## src/rtl/pms_i2c_slv_pkg.sv

```systemverilog
// Shared definitions for the PMS I2C write-only slave: register offsets,
// status register bit positions and the bus protocol FSM state encoding.
package pms_i2c_slv_pkg;

    localparam logic [3:0] REG0_OFF = 4'h0;  // address / enable
    localparam logic [3:0] REG1_OFF = 4'h4;  // RX data (read pops)
    localparam logic [3:0] REG2_OFF = 4'h8;  // status, W1C flags
    localparam logic [3:0] REG3_OFF = 4'hC;  // interrupt enables

    localparam int R2_NEMPTY = 0;
    localparam int R2_FULL   = 1;
    localparam int R2_OVF    = 2;
    localparam int R2_STOP   = 3;
    localparam int R2_BUSY   = 4;

    typedef enum logic [2:0] {
        ST_IDLE     = 3'd0,
        ST_ADDR     = 3'd1,
        ST_ADDR_ACK = 3'd2,
        ST_DATA     = 3'd3,
        ST_DATA_ACK = 3'd4,
        ST_IGNORE   = 3'd5
    } state_e;

endpackage

```

## src/rtl/pms_i2c_slv_irq_if.sv

```systemverilog
// APB slave bus bundle for the PMS I2C slave. Member names keep the
// slave-side direction suffix so they read the same at the RTL boundary.
interface pms_i2c_slv_irq_if;
    logic [3:0]  paddr_i;
    logic        psel_i;
    logic        penable_i;
    logic        pwrite_i;
    logic [31:0] pwdata_i;
    logic [31:0] prdata_o;
    logic        pready_o;
    logic        pslverr_o;

    modport master (
        output paddr_i, psel_i, penable_i, pwrite_i, pwdata_i,
        input  prdata_o, pready_o, pslverr_o
    );

    modport slave (
        input  paddr_i, psel_i, penable_i, pwrite_i, pwdata_i,
        output prdata_o, pready_o, pslverr_o
    );
endinterface

```

## src/rtl/pms_i2c_slv_fifo.sv

```systemverilog
// Synchronous show-ahead FIFO holding received I2C bytes. A push while full
// is accepted only when a pop happens in the same cycle.
module pms_i2c_slv_fifo #(
    parameter int DEPTH = 8,
    parameter int W     = 8
) (
    input  logic                       clk_i,
    input  logic                       rst_i,
    input  logic                       push_i,
    input  logic [W-1:0]               wdata_i,
    input  logic                       pop_i,
    output logic [W-1:0]               rdata_o,
    output logic                       full_o,
    output logic                       empty_o,
    output logic [$clog2(DEPTH):0]     count_o
);
    localparam int AW = $clog2(DEPTH);
    localparam logic [AW:0] FULL_CNT = (AW+1)'(DEPTH);

    logic [W-1:0]  mem_q [DEPTH];
    logic [AW-1:0] wr_ptr_q, rd_ptr_q;
    logic [AW:0]   count_q;
    logic          do_push, do_pop;

    assign full_o  = (count_q == FULL_CNT);
    assign empty_o = (count_q == '0);
    assign count_o = count_q;
    assign rdata_o = mem_q[rd_ptr_q];

    assign do_push = push_i & (~full_o | pop_i);
    assign do_pop  = pop_i & ~empty_o;

    // Pointer and occupancy bookkeeping; pointers wrap naturally (power-of-2 depth).
    always_ff @(posedge clk_i) begin
        if (rst_i) begin
            wr_ptr_q <= '0;
            rd_ptr_q <= '0;
            count_q  <= '0;
        end else begin
            if (do_push) wr_ptr_q <= wr_ptr_q + 1'b1;
            if (do_pop)  rd_ptr_q <= rd_ptr_q + 1'b1;
            case ({do_push, do_pop})
                2'b10:   count_q <= count_q + 1'b1;
                2'b01:   count_q <= count_q - 1'b1;
                default: count_q <= count_q;
            endcase
        end
    end

    // Storage array; contents are don't-care until written.
    always_ff @(posedge clk_i) begin
        if (do_push) mem_q[wr_ptr_q] <= wdata_i;
    end

endmodule

```

## src/rtl/pms_i2c_slv_irq.sv

```systemverilog
// PMS I2C write-only slave with APB register file, RX FIFO and level IRQ.
// SCL/SDA are oversampled in the SoC clock domain; no I2C clock is used.
module pms_i2c_slv_irq
    import pms_i2c_slv_pkg::*;
#(
    parameter int FIFO_DEPTH  = 8,
    parameter int SYNC_STAGES = 2
) (
    input  logic              clk_i,
    input  logic              rst_i,
    pms_i2c_slv_irq_if.slave  apb,
    input  logic              scl_i,
    input  logic              sda_i,
    output logic              sda_oe_o,
    output logic              irq_o
);
    localparam int CNT_W = $clog2(FIFO_DEPTH) + 1;

    // ---------------- input conditioning ----------------
    logic [SYNC_STAGES-1:0] scl_sync_q, sda_sync_q;
    logic scl_new, scl_old, sda_new, sda_old;
    logic scl_rise, scl_fall, scl_high, start_det, stop_det;

    // Synchronisers reset to the idle-bus level so leaving reset creates no edges.
    always_ff @(posedge clk_i) begin
        if (rst_i) begin
            scl_sync_q <= '1;
            sda_sync_q <= '1;
        end else begin
            scl_sync_q <= {scl_sync_q[SYNC_STAGES-2:0], scl_i};
            sda_sync_q <= {sda_sync_q[SYNC_STAGES-2:0], sda_i};
        end
    end

    assign scl_new   = scl_sync_q[SYNC_STAGES-2];
    assign scl_old   = scl_sync_q[SYNC_STAGES-1];
    assign sda_new   = sda_sync_q[SYNC_STAGES-2];
    assign sda_old   = sda_sync_q[SYNC_STAGES-1];
    assign scl_rise  = scl_new & ~scl_old;
    assign scl_fall  = ~scl_new & scl_old;
    assign scl_high  = scl_new & scl_old;
    assign start_det = scl_high & sda_old & ~sda_new;
    assign stop_det  = scl_high & ~sda_old & sda_new;

    // ---------------- register file state ----------------
    logic [6:0] slv_addr_q;
    logic       en_q, ovf_q, stop_seen_q, irq_q;
    logic [1:0] irq_en_q;

    // ---------------- FIFO ----------------
    logic             fifo_push, fifo_pop, fifo_full, fifo_empty;
    logic [7:0]       fifo_rdata, rx_byte;
    logic [CNT_W-1:0] fifo_cnt;
    logic             rx_not_empty;

    pms_i2c_slv_fifo #(.DEPTH(FIFO_DEPTH), .W(8)) u_fifo (
        .clk_i   (clk_i),
        .rst_i   (rst_i),
        .push_i  (fifo_push),
        .wdata_i (rx_byte),
        .pop_i   (fifo_pop),
        .rdata_o (fifo_rdata),
        .full_o  (fifo_full),
        .empty_o (fifo_empty),
        .count_o (fifo_cnt)
    );

    assign rx_not_empty = (fifo_cnt != '0);

    // ---------------- protocol FSM ----------------
    state_e     state_q, state_d;
    logic [2:0] bitcnt_q, bitcnt_d;
    logic [6:0] shift_q, shift_d;
    logic       ack_q, ack_d;        // currently pulling SDA low in an ACK slot
    logic       matched_q, matched_d; // last address phase addressed us
    logic       ovf_set, stop_set;

    assign rx_byte = {shift_q, sda_new};

    // FSM state register.
    always_ff @(posedge clk_i) begin
        if (rst_i) begin
            state_q   <= ST_IDLE;
            bitcnt_q  <= '0;
            shift_q   <= '0;
            ack_q     <= 1'b0;
            matched_q <= 1'b0;
        end else begin
            state_q   <= state_d;
            bitcnt_q  <= bitcnt_d;
            shift_q   <= shift_d;
            ack_q     <= ack_d;
            matched_q <= matched_d;
        end
    end

    // Next-state logic: START/STOP override everything, START first.
    always_comb begin
        state_d   = state_q;
        bitcnt_d  = bitcnt_q;
        shift_d   = shift_q;
        ack_d     = ack_q;
        matched_d = matched_q;
        fifo_push = 1'b0;
        ovf_set   = 1'b0;
        stop_set  = 1'b0;
        if (start_det) begin
            state_d   = ST_ADDR;
            bitcnt_d  = '0;
            ack_d     = 1'b0;
            matched_d = 1'b0;
        end else if (stop_det && state_q != ST_IDLE) begin
            state_d   = ST_IDLE;
            ack_d     = 1'b0;
            stop_set  = matched_q;
            matched_d = 1'b0;
        end else begin
            case (state_q)
                ST_ADDR, ST_DATA: begin
                    if (scl_rise) begin
                        shift_d  = rx_byte[6:0];
                        bitcnt_d = bitcnt_q + 3'd1;
                        if (bitcnt_q == 3'd7) begin
                            if (state_q == ST_ADDR) begin
                                if (rx_byte[7:1] == slv_addr_q && !rx_byte[0] && en_q) begin
                                    state_d   = ST_ADDR_ACK;
                                    matched_d = 1'b1;
                                end else begin
                                    state_d = ST_IGNORE;
                                end
                            end else if (!fifo_full) begin
                                fifo_push = 1'b1;
                                state_d   = ST_DATA_ACK;
                            end else begin
                                ovf_set = 1'b1;
                                state_d = ST_IGNORE;
                            end
                        end
                    end
                end
                ST_ADDR_ACK, ST_DATA_ACK: begin
                    // First fall opens the ACK slot, second fall closes it.
                    if (scl_fall) begin
                        if (!ack_q) begin
                            ack_d = 1'b1;
                        end else begin
                            ack_d    = 1'b0;
                            state_d  = ST_DATA;
                            bitcnt_d = '0;
                        end
                    end
                end
                default: ;
            endcase
        end
    end

    assign sda_oe_o = ack_q;

    // ---------------- APB ----------------
    logic        wr_acc, rd_acc;
    logic [31:0] rd_mux;
    logic        unused_pwdata;

    assign wr_acc   = apb.psel_i & apb.penable_i & apb.pwrite_i;
    assign rd_acc   = apb.psel_i & apb.penable_i & ~apb.pwrite_i;
    assign fifo_pop = rd_acc && (apb.paddr_i == REG1_OFF) && !fifo_empty;
    assign unused_pwdata = ^apb.pwdata_i[31:8];

    // Register writes, sticky status flags (set wins over W1C) and registered IRQ.
    always_ff @(posedge clk_i) begin
        if (rst_i) begin
            slv_addr_q  <= '0;
            en_q        <= 1'b0;
            irq_en_q    <= '0;
            ovf_q       <= 1'b0;
            stop_seen_q <= 1'b0;
            irq_q       <= 1'b0;
        end else begin
            if (wr_acc && apb.paddr_i == REG0_OFF) {en_q, slv_addr_q} <= apb.pwdata_i[7:0];
            if (wr_acc && apb.paddr_i == REG3_OFF) irq_en_q <= apb.pwdata_i[1:0];
            if (ovf_set)
                ovf_q <= 1'b1;
            else if (wr_acc && apb.paddr_i == REG2_OFF && apb.pwdata_i[R2_OVF])
                ovf_q <= 1'b0;
            if (stop_set)
                stop_seen_q <= 1'b1;
            else if (wr_acc && apb.paddr_i == REG2_OFF && apb.pwdata_i[R2_STOP])
                stop_seen_q <= 1'b0;
            irq_q <= (irq_en_q[0] & rx_not_empty) | (irq_en_q[1] & stop_seen_q);
        end
    end

    // Read mux; data is presented combinationally during the ACCESS phase.
    always_comb begin
        rd_mux = '0;
        case (apb.paddr_i)
            REG0_OFF: rd_mux = {24'b0, en_q, slv_addr_q};
            REG1_OFF: if (!fifo_empty) rd_mux = {24'b0, fifo_rdata};
            REG2_OFF: rd_mux = {27'b0, (state_q != ST_IDLE), stop_seen_q, ovf_q,
                                fifo_full, rx_not_empty};
            REG3_OFF: rd_mux = {30'b0, irq_en_q};
            default: ;
        endcase
    end

    assign apb.prdata_o  = rd_acc ? rd_mux : 32'b0;
    assign apb.pready_o  = 1'b1;
    assign apb.pslverr_o = 1'b0;
    assign irq_o         = irq_q;

endmodule

```

## src/flat_wrapper.sv

```systemverilog
// flat-port wrapper written by rule: the top's interface ports become plain ports
module pms_i2c_slv_irq_flat import pms_i2c_slv_pkg::*;
#(
    parameter int FIFO_DEPTH  = 8,
    parameter int SYNC_STAGES = 2
)
  (clk_i, rst_i, scl_i, sda_i, sda_oe_o, irq_o, apb_paddr_i, apb_psel_i, apb_penable_i, apb_pwrite_i, apb_pwdata_i, apb_prdata_o, apb_pready_o, apb_pslverr_o);
  pms_i2c_slv_irq_if apb_i ();
  input  logic clk_i;
  input  logic rst_i;
  input  logic scl_i;
  input  logic sda_i;
  output logic sda_oe_o;
  output logic irq_o;
  input wire logic [$bits(apb_i.paddr_i)-1:0] apb_paddr_i;
  input wire logic [$bits(apb_i.psel_i)-1:0] apb_psel_i;
  input wire logic [$bits(apb_i.penable_i)-1:0] apb_penable_i;
  input wire logic [$bits(apb_i.pwrite_i)-1:0] apb_pwrite_i;
  input wire logic [$bits(apb_i.pwdata_i)-1:0] apb_pwdata_i;
  output wire logic [$bits(apb_i.prdata_o)-1:0] apb_prdata_o;
  output wire logic [$bits(apb_i.pready_o)-1:0] apb_pready_o;
  output wire logic [$bits(apb_i.pslverr_o)-1:0] apb_pslverr_o;
  assign apb_i.paddr_i = apb_paddr_i;
  assign apb_i.psel_i = apb_psel_i;
  assign apb_i.penable_i = apb_penable_i;
  assign apb_i.pwrite_i = apb_pwrite_i;
  assign apb_i.pwdata_i = apb_pwdata_i;
  assign apb_prdata_o = apb_i.prdata_o;
  assign apb_pready_o = apb_i.pready_o;
  assign apb_pslverr_o = apb_i.pslverr_o;
  pms_i2c_slv_irq #(.FIFO_DEPTH(FIFO_DEPTH), .SYNC_STAGES(SYNC_STAGES)) u_core (.clk_i(clk_i), .rst_i(rst_i), .apb(apb_i), .scl_i(scl_i), .sda_i(sda_i), .sda_oe_o(sda_oe_o), .irq_o(irq_o));
endmodule
```

## config.mk

```make
export PLATFORM = sky130hd
export DESIGN_NAME = pms_i2c_slv_irq_flat
export DESIGN_NICKNAME = d
export VERILOG_FILES = /design/src/rtl/pms_i2c_slv_pkg.sv /design/src/rtl/pms_i2c_slv_irq_if.sv /design/src/rtl/pms_i2c_slv_fifo.sv /design/src/rtl/pms_i2c_slv_irq.sv /design/src/flat_wrapper.sv
export SDC_FILE = /design/constraint.sdc
export NUM_CORES = 1
export LEC_CHECK = 0
export ABC_CLOCK_PERIOD_IN_PS = 3800
export BUFFER_PORTS_ARGS = -buffer_cell sky130_fd_sc_hd__buf_4
export CAP_MARGIN = 20
export CORE_AREA = 2 2 114 116
export DETAILED_ROUTE_END_ITERATION = 7
export DIE_AREA = 0 0 116 118
export GPL_TIMING_DRIVEN = 0
export HOLD_SLACK_MARGIN = 0.08
export PLACE_DENSITY = 0.68
export SYNTH_ARGS = -nofsm -noshare
export SYNTH_HDL_FRONTEND = slang
export SYNTH_HIERARCHICAL = 1
export SYNTH_SLANG_ARGS = --single-unit
```

## constraint.sdc

```tcl
create_clock -name clk_i -period 3.8 [get_ports clk_i]
set_input_delay 0.57 -clock clk_i [delete_from_list [all_inputs] [get_ports clk_i]]
set_output_delay 0.57 -clock clk_i [all_outputs]
set_load 0.01 [all_outputs]
```

* Word level (Yosys, flattened, before mapping)
Memory sizes are Yosys's and may differ from the RTL's. A register that Yosys moved wholly into a read port is not among the register bits. Cells that the tools add are included.
Storage, ports and cells: flip-flop bits (word level) 42, latch bits 0, RAM bits 64, bits in read-only memories 0, input port bits 43, output and inout bits 36, word-level logic and storage cells 142, memories 1
Memories:
- u_core.u_fifo.mem_q | depth 8, width 8, rd ports 1, clocked after memory_dff 1, wr ports 1, RTL line pms_i2c_slv_fifo.sv:20 | logic [W-1:0] mem_q [DEPTH];
Cells by class: add/subtract/negate cells 5, multiply operators 0, divide/modulo/power cells 0, order comparisons 0, eq/ne operators 20, shifts and indexed selects 0, multiplexer cells 43, bitwise operators 25, reductions and logical operators 31
Operators by type and width (count):
- $pmux W32 S4 | 1
- $mux W3 | 11
- $mux W32 | 1
- $mux W1 | 26
- $reduce_and A5 Y1 | 4
- $ne A4 B1 Y1 const B | 4
- $and A1 B1 Y1 | 14
- $eq A4 B4 Y1 const B | 3
- $pmux W3 S2 | 2
- $logic_and A1 B1 Y1 | 10
- $add A3 B1 Y3 const B | 3
- $not A1 Y1 | 9
- $logic_not A4 Y1 | 2
- $mux W8 | 1
- $ne A2 B1 Y1 const B | 4
- $pmux W4 S2 | 1
- $reduce_bool A2 Y1 | 4
- $reduce_bool A4 Y1 | 2
- $eq A7 B7 Y1 | 1
- $eq A3 B2 Y1 const B | 2
- $eq A3 B3 Y1 const B | 2
- $reduce_or A2 Y1 | 3
- $add A4 B1 Y4 const B | 1
- $eq A4 B3 Y1 const B | 1
- 10 further kinds | 12

* Longest topological paths before layout
Gate-level depths: netlist of the first run.
depth in word-level cells 11, mapped depth 14, depth with buffers taken out 12

* Hierarchy
The synthesis of the first run kept the hierarchy.
Modules (own cells, without submodules):
- pms_i2c_slv_fifo | times used 1, cells each 166, area each 3076.7 µm², seq. area each 2182.1 µm²
- pms_i2c_slv_irq | times used 1, cells each 209, area each 1806.7 µm², seq. area each 640.6 µm²

* Least setup slack after synthesis of the first run
No wires, ideal clock.
path kind input -> register, start input apb_paddr_i[1], end register u_core.u_fifo.count_q[2], in the netlist u_core/u_fifo/count_o[2], library setup time 0.070 ns, arrival time 3.133 ns, data required time 3.730 ns, slack 0.597 ns, stages on the path 12, buffers on the path 1, cells stage by stage nor4_1 -> and2_1 -> clkbuf_1 -> nor3b_1 -> o41a_1 -> ha_1 -> xor2_1 -> ha_1 -> a21oi_1 -> xor2_1 -> or3_1 -> a21oi_1
Between the ends: elaborated cells on any way between the ends 10, those cells by class 3 x eq/ne; 1 x mux; 3 x bitwise; 3 x reduce/logical
RTL lines:
- start, declared | RTL line flat_wrapper.sv:15 | input wire logic [$bits(apb_i.paddr_i)-1:0] apb_paddr_i;
- $eq A4 B3 Y1 (*) | RTL line pms_i2c_slv_irq.sv:167 | assign fifo_pop = rd_acc && (apb.paddr_i == REG1_OFF) && !fifo_empty;
- $logic_and A1 B1 Y1 (*) (2 in series) | RTL line pms_i2c_slv_irq.sv:167
- via u_core.fifo_pop | RTL line pms_i2c_slv_irq.sv:51 | logic fifo_push, fifo_pop, fifo_full, fifo_empty;
- $and A1 B1 Y1 (*) | RTL line pms_i2c_slv_fifo.sv:31 | assign do_pop = pop_i & ~empty_o;
- via u_core.u_fifo.do_pop | RTL line pms_i2c_slv_fifo.sv:23 | logic do_push, do_pop;
- $eq A2 B1 Y1 / $eq A2 B2 Y1 (equally long branches) | RTL line pms_i2c_slv_fifo.sv:42 | case ({do_push, do_pop})
- $pmux W4 S2 / $reduce_bool A2 Y1 (equally long branches)
- end signal, assigned | RTL line pms_i2c_slv_fifo.sv:43 | 2'b10: count_q <= count_q + 1'b1;
- end signal, assigned | RTL line pms_i2c_slv_fifo.sv:44 | 2'b01: count_q <= count_q - 1'b1;
- end signal, assigned | RTL line pms_i2c_slv_fifo.sv:45 | default: count_q <= count_q;
- end, declared | RTL line pms_i2c_slv_fifo.sv:22 | logic [AW:0] count_q;
Mark *: on every way through the listed nets, which the timed path passes. The rest lies on a longest branch. A chain may end at the register's enable or synchronous reset.

* Final worst setup path of the first run
start register u_core.u_fifo.count_q[0], in the netlist u_core/u_fifo/count_o[0], end register u_core.u_fifo.count_q[2], in the netlist u_core/u_fifo/count_o[2]
Between the ends: elaborated cells on any way between the ends 22, those cells by class 2 x add/sub; 3 x eq/ne; 8 x mux; 5 x bitwise; 4 x reduce/logical
RTL lines:
- $logic_not A4 Y1 (*) | RTL line pms_i2c_slv_fifo.sv:26 | assign empty_o = (count_q == '0);
- via u_core.fifo_empty | RTL line pms_i2c_slv_irq.sv:51
- $logic_not A1 Y1 (*) | RTL line pms_i2c_slv_irq.sv:167
- $logic_and A1 B1 Y1 (*) | RTL line pms_i2c_slv_irq.sv:167
- via u_core.fifo_pop | RTL line pms_i2c_slv_irq.sv:51
- $and A1 B1 Y1 (*) | RTL line pms_i2c_slv_fifo.sv:31
- via u_core.u_fifo.do_pop | RTL line pms_i2c_slv_fifo.sv:23
- $eq A2 B1 Y1 / $eq A2 B2 Y1 (equally long branches) | RTL line pms_i2c_slv_fifo.sv:42
- $pmux W4 S2 / $reduce_bool A2 Y1 (equally long branches)
Marked as above.

==> metrics.log, run 1 <==
[metrics] Layout Cell Area excl Fill: 0.00573 mm^2
[metrics] flip-flop and latch count after synthesis: 109
[metrics] number of antenna violations at the first check in global routing: 0
[metrics] DRC Markers: 0
[metrics] area of the core region: 0.0124 mm^2
[metrics] diode insertion count for antenna repair: 0
[metrics] placement row count: 41
[metrics] crit-path cells: nor4_1 > nor4_1 > and2_1 > nor3b_4 > o41a_1 > ha_1 > xor2_1 > ha_1 > a21oi_1 > xor2_1 > or3_1 > a21oi_1
[metrics] crit path from: u_core/u_fifo/count_o[0]
[metrics] power dissipated by switching net loads: 0.000466 W
[metrics] share of flip-flops with an asynchronous set or reset: 0%
[metrics] Longest Clk Path Bufs: 2
[metrics] first-pass GRT wire length: 14900 um
[metrics] minimum setup slack in the final design: 385 ps
[metrics] clock tree sinks: 109
[metrics] number of buffers added by the clock tree synthesis step: 9
[metrics] sum of overflow across all layers after global routing: 0
[metrics] unrepaired setup endpoints after global routing: no
[metrics] overall power: 0.00221 W
[metrics] library cell used as clock root buffer: sky130_fd_sc_hd__clkbuf_16
[metrics] latest clock arrival within the worst-skew pair: 340 ps
[metrics] largest net degree at the start of global routing: 21
[metrics] ranking of synthesized cells by area: sky130_fd_sc_hd__edfxtp_1, sky130_fd_sc_hd__dfxtp_1, sky130_fd_sc_hd__mux4_2, sky130_fd_sc_hd__buf_4, sky130_fd_sc_hd__nor2_1
[metrics] worst setup path class: flip-flop to flip-flop
[metrics] number of instances in the synthesized netlist: 375
[metrics] Max IR drop VDD: 0.000228 V
[metrics] total of buffers placed on input and output ports: 28
[metrics] Final setup viols: 0
[metrics] total number of yosys warnings: 6
[metrics] WL final: 9450 um
[metrics] first drt pass iteration count: 5
[metrics] maximum clock rate: 0.293 GHz
[metrics] Final nets: 492
[metrics] ratio of final minimum period to clock period: 89.9%
[metrics] I/O pin cnt: 79
[metrics] number of buffer and inverter stages on the critical path: 0
[metrics] final critical delay including setup and external delays: 3410 ps
[metrics] last weighted congestion value of the routability-driven placer: 0.869
[metrics] Top FF cell, synth: sky130_fd_sc_hd__edfxtp_1
[metrics] switching portion of total power: 21.1%
[metrics] global routing usage summed across all routing layers: 14.3%
[metrics] share of the synthesized area in the top cell type: 39.4%
[metrics] clock transition at the registers of the reported paths: 70 ps
[metrics] starting density of the core: 39.3%
[metrics] startpoint of the worst-slack reg-to-reg timing path: u_core/u_fifo/count_o[0]
[metrics] Placed Instance Area: 0.00544 mm^2
[metrics] cell family with the largest share of critical-path delay: simple AND/OR/NAND/NOR gates
[metrics] die width: 116 um
[metrics] Critical Path RT: 4070 ps
[metrics] average cell area after synthesis: 13.0 um^2
[metrics] launch instance of the worst min-delay path: sda_i
[metrics] count of unique library cells instantiated by Yosys: 57
[metrics] number of H-tree levels: 3
[metrics] Worst setup SP type: flip-flop
[metrics] slew at the pin closest to its max-slew limit: 888 ps
[metrics] setup TNS: 0 ps
[metrics] via count of the first global-routing pass: 2893
[metrics] outcome: complete, no violations
[metrics] DIE AREA: 0.0137 mm^2
[metrics] endpoint type of the worst setup path: flip-flop
[metrics] slowest stage cell, crit path: sky130_fd_sc_hd__dfxtp_1
[metrics] Detailed Place HPWL: 7000 um
[metrics] share of final-layout standard cells stronger than drive strength 1: 27.3%
[metrics] FILL cells: 1115
[metrics] worst clock skew: 8.02 ps
[metrics] leading area contributor after synthesis: sky130_fd_sc_hd__edfxtp_1
[metrics] areal power density over the cells: 385 mW/mm^2
[metrics] WP data arrival: 3680 ps
[metrics] sequential share of power: 56.4%
[metrics] WL per Instance: 15.3 um
[metrics] leakage power figure: 2.10 nW
[metrics] fin util: 46.2%
[metrics] netlist area before placement: 0.00488 mm^2
[metrics] total vias in the final route: 3007
[metrics] number of buffers added for setup after CTS: 0
[metrics] final count of pins violating max slew: 0
[metrics] residual antenna-violating net count after detailed routing: 0
[metrics] largest stage delay on the critical path: 500 ps
[metrics] clock tree from TritonCTS: done
[metrics] endpoints failing hold: 0
[metrics] max-slew headroom at the worst pin: 40.6%
[metrics] number of maximum-capacitance violations: 0
[metrics] signed area change from the synthesized netlist to the final layout: 17.4%
[metrics] Int Pwr: 0.00174 W
[metrics] vertical die dimension: 118 um
[metrics] ratio of routed vias to standard cells: 4.86
[metrics] proportion of power drawn by combinational gates: 3.9%
[metrics] Placement Setup Slack: -79.6 ps
[metrics] Initial DRC Count: 266
[metrics] number of enable-type register cells in the synthesized netlist: 64
[metrics] type of the most critical hold path: primary input to flip-flop
[metrics] clock power share: 39.7%
[metrics] Max Fanout on Critical Path: 9
[metrics] CTS hold repair buffers: 0
[metrics] part of the Yosys area used for sequential elements: 57.8%
==> state kept, by name (all words and copies together), names as in the netlist, named ones only <==
signal and cells:
u_core/bitcnt_q 3, u_core/en_q 1, u_core/irq_en_q 2, u_core/irq_o 1
u_core/matched_q 1, u_core/ovf_q 1, u_core/scl_sync_q 2, u_core/sda_oe_o 1
u_core/sda_sync_q 2, u_core/shift_q 7, u_core/slv_addr_q 7, u_core/state_q 3
u_core/stop_seen_q 1, u_core/u_fifo/count_o 4, u_core/u_fifo/mem_q 64, u_core/u_fifo/rd_ptr_q 3
u_core/u_fifo/wr_ptr_q 3
==> timing repair <==
action	4_1_cts	5_1_grt
gates cloned	0	0
endpoints found under the setup margin	2	2
resized for setup	1	1
==> worst register-to-register path: stages, from the launching register on <==
cell	delay [ps]
sky130_fd_sc_hd__dfxtp_1	500
sky130_fd_sc_hd__nor4_1	130
sky130_fd_sc_hd__nor4_1	260
sky130_fd_sc_hd__and2_1	380
sky130_fd_sc_hd__nor3b_4	380
sky130_fd_sc_hd__o41a_1	360
sky130_fd_sc_hd__ha_1	330
sky130_fd_sc_hd__xor2_1	210
sky130_fd_sc_hd__ha_1	170
sky130_fd_sc_hd__a21oi_1	50
sky130_fd_sc_hd__xor2_1	150
sky130_fd_sc_hd__or3_1	320
sky130_fd_sc_hd__a21oi_1	140
==> synthesized netlist by cell type, types with 2 or more instances <==
| library cell | count |
|---|---|
| sky130_fd_sc_hd__nor3b_1 | 4 |
| sky130_fd_sc_hd__ha_1 | 7 |
| sky130_fd_sc_hd__a21oi_1 | 13 |
| sky130_fd_sc_hd__buf_4 | 27 |
| sky130_fd_sc_hd__mux2_2 | 10 |
| sky130_fd_sc_hd__nor3_1 | 5 |
| sky130_fd_sc_hd__inv_1 | 2 |
| sky130_fd_sc_hd__nor4_1 | 6 |
| sky130_fd_sc_hd__o21ai_0 | 5 |
| sky130_fd_sc_hd__a222oi_1 | 5 |
| sky130_fd_sc_hd__or2_2 | 5 |
| sky130_fd_sc_hd__conb_1 | 2 |
| sky130_fd_sc_hd__buf_6 | 3 |
| sky130_fd_sc_hd__nand2_1 | 23 |
| sky130_fd_sc_hd__xor2_1 | 12 |
| sky130_fd_sc_hd__clkbuf_1 | 7 |
| sky130_fd_sc_hd__mux2i_1 | 13 |
| sky130_fd_sc_hd__a22oi_1 | 7 |
| sky130_fd_sc_hd__nand2b_1 | 4 |
| sky130_fd_sc_hd__and3_1 | 3 |
| sky130_fd_sc_hd__xnor2_1 | 4 |
| sky130_fd_sc_hd__and2_1 | 3 |
| sky130_fd_sc_hd__nor2_1 | 39 |
| sky130_fd_sc_hd__mux4_2 | 16 |
| sky130_fd_sc_hd__buf_2 | 3 |
| sky130_fd_sc_hd__nand3b_1 | 2 |
| sky130_fd_sc_hd__nand4_1 | 2 |
| sky130_fd_sc_hd__nor2b_1 | 4 |
| sky130_fd_sc_hd__nand3_1 | 4 |
| sky130_fd_sc_hd__edfxtp_1 | 64 |
| sky130_fd_sc_hd__dfxtp_1 | 45 |
==> final timing paths <==
path | endpoint | slack (ps) | cells past startpoint
max | u_core/u_fifo/count_o[2] | 390 | 12
min | u_core/sda_sync_q[0] | 410 | 2
max reg2reg | u_core/u_fifo/count_o[2] | 390 | 12
min reg2reg | u_core/irq_o | 500 | 2
==> per-layer routing <==
| layer | vias to the layer above | track usage [%] | share of wire [%] |
|---|---|---|---|
| li1 | 1470 | - | - |
| met1 | 1458 | 19.2 | 44 |
| met2 | 74 | 23.4 | 50 |
| met3 | 5 | 3.30 | 4.5 |
| met4 | 0 | 3.57 | 1.0 |
| met5 | - | 0 | 0 |
==> logic make-up (layout without fill, tap and decap cells) <==
group,after synthesis,in the layout,synth area share (%)
and+or+nand+nor,117,117,13.0
DFF,109,109,57.8
buffers and inverters,43,91,5.92
AOI/OAI and AO/OA,42,42,6.12
muxes,39,39,12.3
xor gates and xnor gates,16,16,2.87
adders and majority gates,7,7,1.79
other,2,26,0.154
==> per-stage QoR <==
stage / cells / hold WS [ps]
2_1_floorplan: 399 / 445
3_3_place_gp: 599 / 485
3_5_place_dp: 604 / 494
4_1_cts: 620 / 404
5_1_grt: 619 / 410
6_report: 619 / 414
==> layout by cell type (no fill, tap or decap), drive strengths merged, types with 10 or more instances in the layout <==
cell	n
clkbuf	16
buf	67
dfxtp	45
mux4	16
nor2	39
edfxtp	64
mux2i	13
conb	26
xor2	12
mux2	10
a21oi	13
nand2	23
==> power by group through the flow <==
| stage | registers, W | clock network [W] | logic [W] |
|---|---|---|---|
| finish | 0.00125 | 0.000876 | 0.0000856 |
| global route | 0.00125 | 0.000947 | 0.0000929 |
| CTS | 0.00125 | 0.000899 | 0.0000838 |
| detailed placement | 0.00127 | 0 | 0.0000835 |
| global placement | 0.00127 | 0 | 0.0000826 |
| floorplan | 0.00127 | 0 | 0.0000574 |
==> area by class of cell <==
| type | count | area [um^2] | share of cell area [%] |
|---|---|---|---|
| sequential | 109 | 2820 | 49.2 |
| clock inverter | 6 | 52.6 | 0.917 |
| timing repair buffer | 33 | 248 | 4.32 |
| clock buffer | 10 | 229 | 3.99 |
| multi-input combinational | 247 | 1880 | 32.8 |
| inverter | 2 | 7.51 | 0.131 |
| buffer | 40 | 278 | 4.85 |
| tap | 172 | 215 | 3.75 |
Power figures use the tool's default switching activity.
==> run 2, diff against run 1 <==
--- a/config.mk
+++ b/config.mk
@@ -16,5 +16,4 @@
 export PLACE_DENSITY = 0.68
 export SYNTH_ARGS = -nofsm -noshare
 export SYNTH_HDL_FRONTEND = slang
-export SYNTH_HIERARCHICAL = 1
 export SYNTH_SLANG_ARGS = --single-unit
==> run 2 against run 1 <==
Net effect: cell count unchanged; power increased by 1.4%; largest power group unchanged; non-clock buffer count unchanged; core utilization decreased by 0.24 points; first-iteration DRC count increased by 12%; wire length increased by 3.0%; via count increased by 2.5%; critical endpoint is now apb_prdata_o[1]; global-route usage increased by 0.46 points; hold slack got worse by 5.7 ps.
==> metrics.log, run 2 <==
[metrics] outcome: complete, no violations (unchanged)
[metrics] clock power share: 40.4% (was 39.7%)
[metrics] last weighted congestion value of the routability-driven placer: 0.867 (was 0.869)
[metrics] Max IR drop VDD: 0.000253 V (was 0.000228 V)
[metrics] setup TNS: 0 ps (unchanged)
[metrics] final count of pins violating max slew: 0 (unchanged)
[metrics] starting density of the core: 39.5% (was 39.3%)
[metrics] number of instances in the synthesized netlist: 378 (was 375)
[metrics] cell count after placement: 603 (was 604)
[metrics] total of buffers placed on input and output ports: 27 (was 28)
[metrics] signed area change from the synthesized netlist to the final layout: 16.4% (was 17.4%)
[metrics] latest clock arrival within the worst-skew pair: 340 ps (about the same)
[metrics] proportion of power drawn by combinational gates: 3.8% (was 3.9%)
[metrics] part of the Yosys area used for sequential elements: 57.6% (was 57.8%)
[metrics] global routing usage summed across all routing layers: 14.8% (was 14.3%)
[metrics] share of final-layout standard cells stronger than drive strength 1: 24.2% (was 27.3%)
[metrics] commonest cells after routing, fill and taps aside: sky130_fd_sc_hd__edfxtp_1, sky130_fd_sc_hd__buf_4, sky130_fd_sc_hd__dfxtp_1, sky130_fd_sc_hd__nor2_1 (was sky130_fd_sc_hd__edfxtp_1, sky130_fd_sc_hd__buf_4, sky130_fd_sc_hd__dfxtp_1, sky130_fd_sc_hd__nor2_1, sky130_fd_sc_hd__conb_1)
[metrics] WL final: 9740 um (was 9450 um)
[metrics] maximum clock rate: 0.348 GHz (was 0.293 GHz)
[metrics] Max Fanout on Critical Path: 10 (was 9)
[metrics] areal power density over the cells: 392 mW/mm^2 (was 385 mW/mm^2)
[metrics] Longest Clk Path Bufs: 2 (unchanged)
[metrics] overall power: 0.00224 W (was 0.00221 W)
[metrics] Placed Instance Area: 0.00542 mm^2 (was 0.00544 mm^2)
[metrics] Critical Path RT: 3230 ps (was 4070 ps)
[metrics] clock tree sinks: 109 (unchanged)
[metrics] most frequent cells after synthesis: sky130_fd_sc_hd__edfxtp_1, sky130_fd_sc_hd__dfxtp_1, sky130_fd_sc_hd__nor2_1 (unchanged)
[metrics] Largest register FFs: 64 (unchanged)
[metrics] leading registers by flop count: u_core.u_fifo.mem_q (64), u_core.shift_q (7), u_core.slv_addr_q (7) (was u_core/u_fifo/mem_q (64), u_core/shift_q (7), u_core/slv_addr_q (7))
[metrics] compound-gate portion of the synthesized area: 5.54% (was 6.12%)
[metrics] Final setup viols: 0 (unchanged)
[metrics] sum of overflow across all layers after global routing: 0 (unchanged)
[metrics] ratio of final minimum period to clock period: 75.7% (was 89.9%)
[metrics] total number of yosys warnings: 0 (was 6)
[metrics] share of flip-flops with an asynchronous set or reset: 0% (unchanged)
[metrics] non-filler cells, final: 619 (unchanged)
[metrics] leading area contributor after synthesis: sky130_fd_sc_hd__edfxtp_1 (unchanged)
[metrics] post-synthesis share of cell area spent on xor and xnor gates: 2.68% (was 2.87%)
[metrics] number of H-tree levels: 3 (unchanged)
[metrics] slowest stage cell, crit path: sky130_fd_sc_hd__buf_2 (was sky130_fd_sc_hd__dfxtp_1)
[metrics] cell family with the largest share of critical-path delay: buffers and inverters (was simple AND/OR/NAND/NOR gates)
[metrics] vertical die dimension: 118 um (unchanged)
[metrics] clock transition at the registers of the reported paths: 70 ps (about the same)
[metrics] diode insertion count for antenna repair: 0 (unchanged)
[metrics] first drt pass iteration count: 4 (was 5)
[metrics] sequential share of power: 55.8% (was 56.4%)
[metrics] Layout Cell Area excl Fill: 0.00570 mm^2 (was 0.00573 mm^2)
[metrics] library cell used as clock root buffer: sky130_fd_sc_hd__clkbuf_16 (unchanged)
[metrics] slew at the pin closest to its max-slew limit: 822 ps (was 888 ps)
[metrics] share of the synthesized area in the top cell type: 39.2% (was 39.4%)
[metrics] commonest non-fill, non-tap cell in the layout: sky130_fd_sc_hd__edfxtp_1 (unchanged)
[metrics] power dissipated by switching net loads: 0.000445 W (was 0.000466 W)
[metrics] Post-Synth Simple-Gate Area: 13.3% (was 13.0%)
[metrics] flip-flop and latch count after synthesis: 109 (unchanged)
[metrics] largest register by flop count: u_core.u_fifo.mem_q (was u_core/u_fifo/mem_q)
[metrics] I/O pin cnt: 79 (unchanged)
[metrics] count of unique library cells instantiated by Yosys: 52 (was 57)
[metrics] FILL cells: 1100 (was 1115)
[metrics] count leader, synth: sky130_fd_sc_hd__edfxtp_1 (unchanged)
[metrics] via count of the first global-routing pass: 2974 (was 2893)
[metrics] number of enable-type register cells in the synthesized netlist: 64 (unchanged)
[metrics] residual antenna-violating net count after detailed routing: 0 (unchanged)
[metrics] number of buffer and inverter stages on the critical path: 3 (was 0)
[metrics] max-slew headroom at the worst pin: 45.0% (was 40.6%)
[metrics] post-synthesis adder-cell area fraction: 1.79% (about the same)
[metrics] number of buffers added for setup after CTS: 0 (unchanged)
[metrics] clock tree from TritonCTS: done (unchanged)
[metrics] die width: 116 um (unchanged)
[metrics] area of the core region: 0.0124 mm^2 (unchanged)
[metrics] Detailed Place HPWL: 7150 um (was 7000 um)
[metrics] crit-path cells: clkbuf_1 > buf_2 > mux4_2 > mux2i_1 > o22ai_1 > buf_4 (was nor4_1 > nor4_1 > and2_1 > nor3b_4 > o41a_1 > ha_1 > xor2_1 > ha_1 > a21oi_1 > xor2_1 > or3_1 > a21oi_1)
[metrics] first-pass GRT wire length: 15500 um (was 14900 um)
[metrics] largest net degree at the start of global routing: 17 (was 21)
[metrics] CTS hold repair buffers: 0 (unchanged)
[metrics] WP data arrival: 2310 ps (was 3680 ps)
[metrics] Top FF cell, synth: sky130_fd_sc_hd__edfxtp_1 (unchanged)
[metrics] total vias in the final route: 3083 (was 3007)
[metrics] final critical delay including setup and external delays: 2880 ps (was 3410 ps)
[metrics] placement row count: 41 (unchanged)
[metrics] WL per Instance: 15.7 um (was 15.3 um)
[metrics] ratio of routed vias to standard cells: 4.98 (was 4.86)
[metrics] DIE AREA: 0.0137 mm^2 (unchanged)
[metrics] worst setup path class: flip-flop to primary output (was flip-flop to flip-flop)
[metrics] Initial DRC Count: 299 (was 266)
[metrics] endpoint type of the worst setup path: primary output (was flip-flop)
[metrics] Worst setup SP type: flip-flop (unchanged)
[metrics] number of maximum-capacitance violations: 0 (unchanged)
[metrics] unrepaired setup endpoints after global routing: no (unchanged)
[metrics] number of antenna violations at the first check in global routing: 0 (unchanged)
[metrics] cells resized by post-CTS repair: 0 (was 1)
[metrics] netlist area before placement: 0.00490 mm^2 (was 0.00488 mm^2)
[metrics] number of buffers added by the clock tree synthesis step: 9 (unchanged)
[metrics] Int Pwr: 0.00179 W (was 0.00174 W)
[metrics] largest stage delay on the critical path: 370 ps (was 500 ps)
[metrics] combinational family with the most area after synthesis: simple AND/OR/NAND/NOR gates (unchanged)
[metrics] leakage power figure: 2.10 nW (about the same)
[metrics] mux contribution to synthesized area: 12.9% (was 12.3%)
[metrics] endpoints failing hold: 0 (unchanged)
[metrics] type of the most critical hold path: primary input to flip-flop (unchanged)
[metrics] DRC Markers: 0 (unchanged)
[metrics] average cell area after synthesis: 13.0 um^2 (about the same)
[metrics] Final nets: 492 (unchanged)
[metrics] switching portion of total power: 19.9% (was 21.1%)
[metrics] ranking of synthesized cells by area: sky130_fd_sc_hd__edfxtp_1, sky130_fd_sc_hd__dfxtp_1, sky130_fd_sc_hd__mux4_2, sky130_fd_sc_hd__mux2i_1, sky130_fd_sc_hd__buf_4 (was sky130_fd_sc_hd__edfxtp_1, sky130_fd_sc_hd__dfxtp_1, sky130_fd_sc_hd__mux4_2, sky130_fd_sc_hd__buf_4, sky130_fd_sc_hd__nor2_1)
[metrics] worst clock skew: 4.80 ps (was 8.02 ps)
==> run 2: changes by cell type in the layout (fill, tap and decap cells not counted), sizes merged, moves of 4 or more <==
cell and delta:
mux2i +13, xnor2 +5, nand3 +8, a21oi +4, xor2 -6, inv -4
nor4 -6, o22ai +4, a22oi -6, mux2 -9, nor2 -10, a222oi -5
==> run 2: power groups by stage <==
stage	clock network, W	registers (W)	logic (W)
after global placement	0	0.00127	0.0000832
final	0.000905	0.00125	0.0000850
after CTS	0.000914	0.00125	0.0000842
after global routing	0.000963	0.00125	0.0000930
after floorplan	0	0.00127	0.0000583
after detailed placement	0	0.00127	0.0000841
==> run 2: layout make-up <==
| type | instances | area (um^2) | area share, % |
|---|---|---|---|
| sequential | 109 | 2820 | 49.5 |
| multi-input combinational | 246 | 1870 | 32.8 |
| buffer | 44 | 283 | 4.96 |
| clock buffer | 12 | 236 | 4.15 |
| tap | 172 | 215 | 3.77 |
| timing repair buffer | 29 | 213 | 3.73 |
| clock inverter | 4 | 48.8 | 0.856 |
| inverter | 3 | 11.3 | 0.197 |
==> run 2: cell families after synthesis <==
kind of cell	count (synthesis)
xor+xnor	15
fa+ha+maj	7
flops	109
mux	43
simple gates	112
compound gates	43
buf+inv	47
other cells	2
==> run 2: final timing paths <==
check,start,to,slack [ps],cells after the start
setup / recovery,flip-flop,apb_prdata_o[1],920,6
hold / removal,scl_i,u_core.scl_sync_q[0],410,2
setup reg to reg,u_core.u_fifo.count_o[1],u_core.u_fifo.count_o[2],990,12
hold reg to reg,u_core.bitcnt_q[2],u_core.bitcnt_q[2],480,2
==> run 2: routing by layer <==
| layer | wire [um] | vias to the layer above | GRT usage, % |
|---|---|---|---|
| li1 | - | 1465 | - |
| met1 | 4160 | 1501 | 20.2 |
| met2 | 4750 | 103 | 23.2 |
| met3 | 624 | 14 | 2.83 |
| met4 | 202 | 0 | 5.43 |
| met5 | 0 | - | 0 |
==> run 2: through the flow <==
stage	util, %	hold WS [ps]	setup slack (ps)
finish	45.9	409	923
global route	45.9	401	812
CTS	45.9	404	897
global placement	43.5	449	962
floorplan	-	440	1230
detailed placement	43.6	467	893
==> run 2: worst reg2reg max path, delay by kind of cell (launching register included) <==
family | cells | cell delay, ps
buffers and inverters | 3 | 430
adders and majority gates | 2 | 450
and+or+nand+nor | 3 | 1020
DFF | 1 | 310
xor gates and xnor gates | 2 | 250
AOI/OAI and AO/OA | 2 | 280
